`src/rtl/fifo_pack_drain.sv`:
```
// Pops words from a first-word-fall-through FIFO and packs PACK_N of them into
// one wide word, presented on a valid/ready port; partial packs go out on flush
// or after TIMEOUT idle cycles.
// Ports: clk, rst (async, active-high); fifo_empty, fifo_data in; fifo_rd out;
// flush in; out_data, out_cnt, out_valid out; out_ready in; busy out.
module fifo_pack_drain #(
  parameter int DATA_W  = 8,
  parameter int PACK_N  = 4,
  parameter int TMO_W   = 8,
  parameter int TIMEOUT = 100
) (
  input  logic                       clk,
  input  logic                       rst,
  input  logic                       fifo_empty,
  input  logic [DATA_W-1:0]          fifo_data,
  output logic                       fifo_rd,
  input  logic                       flush,
  output logic [DATA_W*PACK_N-1:0]   out_data,
  output logic [$clog2(PACK_N+1)-1:0] out_cnt,
  output logic                       out_valid,
  input  logic                       out_ready,
  output logic                       busy
);

  localparam int FW = $clog2(PACK_N);
  localparam int CW = $clog2(PACK_N+1);
  localparam bit TMO_EN = (TIMEOUT != 0);
  localparam logic [TMO_W-1:0] TMO_LAST =
    TMO_W'(TIMEOUT == 0 ? 0 : TIMEOUT - 1);
  localparam logic [FW-1:0] LAST_LANE = FW'(PACK_N - 1);

  typedef enum logic {FILL, SEND} state_t;

  state_t state, state_nx;

  logic [FW-1:0]                  fill_cnt;
  logic [TMO_W-1:0]               timer;
  logic [PACK_N-1:0][DATA_W-1:0]  lanes;
  logic [CW-1:0]                  cnt_q;

  logic full_go, flush_go, tmo_go, send_go, hs;

  always_ff @(posedge clk or posedge rst) begin
    if (rst) state <= FILL;
    else     state <= state_nx;
  end

  always_comb begin
    state_nx = state;
    fifo_rd  = 1'b0;
    full_go  = 1'b0;
    flush_go = 1'b0;
    tmo_go   = 1'b0;
    send_go  = 1'b0;
    hs       = 1'b0;
    unique case (state)
      FILL: begin
        fifo_rd  = !fifo_empty;
        full_go  = fifo_rd && (fill_cnt == LAST_LANE);
        // a word popped in the flush cycle rides along
        flush_go = flush && ((fill_cnt != '0) || fifo_rd);
        tmo_go   = TMO_EN && (fill_cnt != '0) && !fifo_rd
                   && (timer == TMO_LAST);
        send_go  = full_go || flush_go || tmo_go;
        if (send_go) state_nx = SEND;
      end
      SEND: begin
        hs = out_ready;
        if (hs) state_nx = FILL;
      end
    endcase
  end

  always_ff @(posedge clk or posedge rst) begin
    if (rst) begin
      fill_cnt <= '0;
      timer    <= '0;
      lanes    <= '0;
      cnt_q    <= '0;
    end else if (state == FILL) begin
      if (fifo_rd) begin
        lanes[fill_cnt] <= fifo_data;
        fill_cnt        <= full_go ? '0 : fill_cnt + 1'b1;
        timer           <= '0;
      end else if (TMO_EN && (fill_cnt != '0) && (timer != '1)) begin
        timer <= timer + 1'b1;
      end
      if (send_go) cnt_q <= CW'(fill_cnt) + CW'(fifo_rd);
    end else if (hs) begin
      // lanes cleared so the next partial pack reads zero in unused lanes
      fill_cnt <= '0;
      timer    <= '0;
      lanes    <= '0;
      cnt_q    <= '0;
    end
  end

  assign out_valid = (state == SEND);
  assign out_data  = lanes;
  assign out_cnt   = cnt_q;
  assign busy      = (fill_cnt != '0) || out_valid;

endmodule

```
`config.mk`:
```
export PLATFORM = sky130hd
export DESIGN_NAME = fifo_pack_drain
export DESIGN_NICKNAME = d
export VERILOG_FILES = /design/src/rtl/fifo_pack_drain.sv
export SDC_FILE = /design/constraint.sdc
export NUM_CORES = 1
export LEC_CHECK = 0
export BUFFER_PORTS_ARGS = -buffer_cell sky130_fd_sc_hd__clkbuf_2
export CAP_MARGIN = 20
export CORE_ASPECT_RATIO = 1.5
export CORE_MARGIN = 5
export CORE_UTILIZATION = 45
export CTS_BUF_LIST = sky130_fd_sc_hd__clkbuf_4
export DETAILED_ROUTE_END_ITERATION = 10
export GPL_ROUTABILITY_DRIVEN = 0
export MAX_ROUTING_LAYER = met4
export PLACE_DENSITY = 0.68
export SLEW_MARGIN = 15
export SYNTH_ARGS = -nofsm -noshare
export SYNTH_HDL_FRONTEND = slang
export SYNTH_SLANG_ARGS = --single-unit
```
`constraint.sdc`:
```
create_clock -name clk -period 2.3 [get_ports clk]
set_clock_uncertainty 0.15 [all_clocks]
set_input_delay 0.345 -clock clk [delete_from_list [all_inputs] [get_ports clk]]
set_output_delay 0.345 -clock clk [all_outputs]
set_load 0.005 [all_outputs]
```
==> summary.md <==
| Metric | Value |
|---|---|
| Post-synthesis register bit count | 46 |
| # hold bufs at CTS | 1 |
| Number of CTS-inserted buffers | 5 |
| Post-Syn Area | between 2000 and 2500 sq um |
| Final nets | between 300 and 400 |
| Unrepaired setup endpoints after global routing | false |
| Outcome | complete, no violations |
| CP Max Fanout | 6 |
| Avg WL per Cell | between 10 and 15 um |
| Starting Density | 46.8% |
| Post-CTS Setup Inserts | 0 |
| Global-route wire length before repair | 7910 um |
| Top Ports | 51 |
| Worst setup SP type | register |
| Sink Count | 46 |
| Ant diodes | 0 |
| GR Util All Layers | between 15 and 20% |
| CP Capture Type | output pin |
| Detail-routed via count per cell | ~5 |
| GRT overflow | 0 |
| Core area | between 4000 and 5000 sq um |
| Share of post-route cells with drive strength above 1 | 23.2% |
| Commonest cells after routing, fill and taps aside | 72 x nand2_1, 50 x clkbuf_2, 46 x dfrtp_1 |
| Final count of negative-setup-slack endpoints | 0 |
| Ratio of final minimum period to clock period | 90.8% |
| Vias in the first global route | about 1700 |
| Routed WL | between 4000 and 5000 um |
| Area growth syn-to-layout | 17.4% |
| CTS tree | done |
| Iter 0 DRT Violations | roughly 130 |
| Peak supply drop | about 0.00047 V |
| Number of H-tree levels | 2 |
| CP arrival | between 1.5 and 2 ns |
| Final Power | 2.49 mW |
| FMAX | between 0.4 and 0.5 GHz |
| Crit Path Class | reg2out |
| Endpoints failing hold | 0 |
| Die W | around 66 um |
| DR vias | 1771 |
| Core Rows | 30 |
| Pwr per Cell Area | between 900 and 1000 nW/um^2 |
| Clock root buffer | clkbuf_4 |
| Leak | between 1 and 1.5 nW |
| Worst-Margin Slew | between 0.5 and 0.6 ns |
| Die Y | 94.5 um |
| Synth warnings | 0 |
| Min cycle time layout | 2.09 ns |
| Die area | approximately 6300 sq um |
| CTS clk-pin slew, worst paths | roughly 0.13 ns |
| EDFF count, synth | 0 |
| Distinct cells, synth | 32 |
| Final HPWL from detailed placement | approximately 3500 um |
| Post-Syn Nets | ~260 |
| Clk_lat worst skew | approximately 0.35 ns |
| MaxCap Viol Count | 0 |
| Critical Path RT | 1.80 ns |
| Post-CTS Resized | 0 |
| Number of remaining DRC errors | 0 |
| Synth Flop Type | dfrtp_1 |
| Commonest non-fill, non-tap cell in the layout | nand2_1 |
| Leading post-synthesis cells by cell area | dfrtp_1 54%, nand2_1 13%, o21ai_0 8.4% |
| Pin count of the biggest net entering global routing | 47 |
| Initial antenna violation count | 0 |
| Post-route ant nets | 0 |
| Seq/Total Area, Yosys | 53.7% |
| Syn_area_per_cell | 9.16 sq um |
| Filler instances | 450 |
| Asr flop ratio synth | 100% |
| Drt first pass iters | 4 |
| Top cell type's share of synthesized area | 53.7% |
| Syn Inst Count | about 230 |
| Bufs on Longest Clock Path | 2 |
| Min-Delay Path Class | in2reg |
| Rel. slew slack | 60.4% |
| Pins Over Slew Limit | 0 |
| Setup_tns | 0 ns |
| PortBufs | 50 |
| Biggest area consumer among synthesized cells | dfrtp_1 |
==> stage by stage <==
| stage | hold slack (ns) | cell area, sq um | util [%] | worst slack, ns | cells |
|---|---|---|---|---|---|
| 3_3_place_gp | 0.310 | 2460 | 53.7 | 0.453 | 341 |
| 6_report | 0.0879 | 2520 | 54.9 | 0.211 | 349 |
| 2_1_floorplan | 0.312 | 2140 | - | 0.535 | 234 |
| 5_1_grt | 0.0710 | 2520 | 54.9 | 0.0305 | 349 |
| 3_5_place_dp | 0.320 | 2460 | 53.7 | 0.356 | 341 |
| 4_1_cts | 0.0754 | 2520 | 54.9 | 0.174 | 349 |
==> sequential cells by signal (all words and copies together) (netlist names) <==
name and cells:
fill_cnt 2, out_cnt 3, out_data 32, out_valid 1, timer 8
==> cells by family (layout without fill, tap and decap cells) <==
family          Yosys count  count (layout)  synth area share (%)
simple gates            104             104                  22.4
compound gates           54              54                  14.1
flops                    46              46                  53.7
buf+inv                  19              70                  3.68
fa+ha+maj                 8               8                  4.67
mux                       3               3                  1.40
==> power by group <==
part / switching [mW] / internal [mW]
Combinational: 0.509 / 0.401
Sequential: 0.167 / 1.06
Clock: 0.248 / 0.110
Total: 0.924 / 1.57
==> worst paths after layout <==
kind	startpoint	to	slack (ns)	depth (start not counted)
max reg2reg	fill_cnt[0]$_DFFE_PP0P_	timer[7]$_DFFE_PP0P_	0.30	6
min reg2reg	out_data[3]$_DFFE_PP0P_	out_data[3]$_DFFE_PP0P_	0.34	2
max	fill_cnt[0]$_DFFE_PP0P_	busy	0.21	5
min in group asynchronous	rst	out_data[24]$_DFFE_PP0P_	0.49	4
min	fifo_data[3]	out_data[3]$_DFFE_PP0P_	0.09	3
max in group asynchronous	rst	out_data[15]$_DFFE_PP0P_	1.09	4
==> cells in the mapped netlist, types with 2 or more instances <==
library cell,n
nand2_1,72
dfrtp_1,46
o21ai_0,36
a21oi_1,9
ha_1,8
inv_1,7
buf_2,6
clkbuf_1,6
nor3_1,5
nor2_1,4
nor2b_1,4
and4b_1,3
mux2i_1,3
nand2b_1,3
and2_1,2
and3_1,2
nand3_1,2
nand4_1,2
==> worst max-delay path: stages (launching register included) <==
cell,delay [ns]
dfrtp_1,0.46
inv_1,0.14
ha_1,0.25
nor2b_1,0.21
inv_1,0.07
clkbuf_2,0.12
==> cell type report <==
class / instances / area (sq um) / area share (%)
clock inverters: 2 / 10.0 / 0.398
inverters: 7 / 26.3 / 1.04
clock buffers: 5 / 37.5 / 1.49
well taps: 64 / 80.1 / 3.18
repair buffers: 56 / 298 / 11.8
multi-input cells: 169 / 913 / 36.3
flip-flops and latches: 46 / 1150 / 45.7
==> per-layer routing <==
metal  track usage (%)  part of all wire (%)  up-vias  wire (um)
met2              28.3                    51       49       2460
li1                  -                     -      888          -
met3              3.81                   5.4        6        257
met1              19.2                    42      828       2010
met4              7.29                   1.5        0         70
met5                 -                     0        -          0
Note: power is estimated with default switching activity, not from simulation.
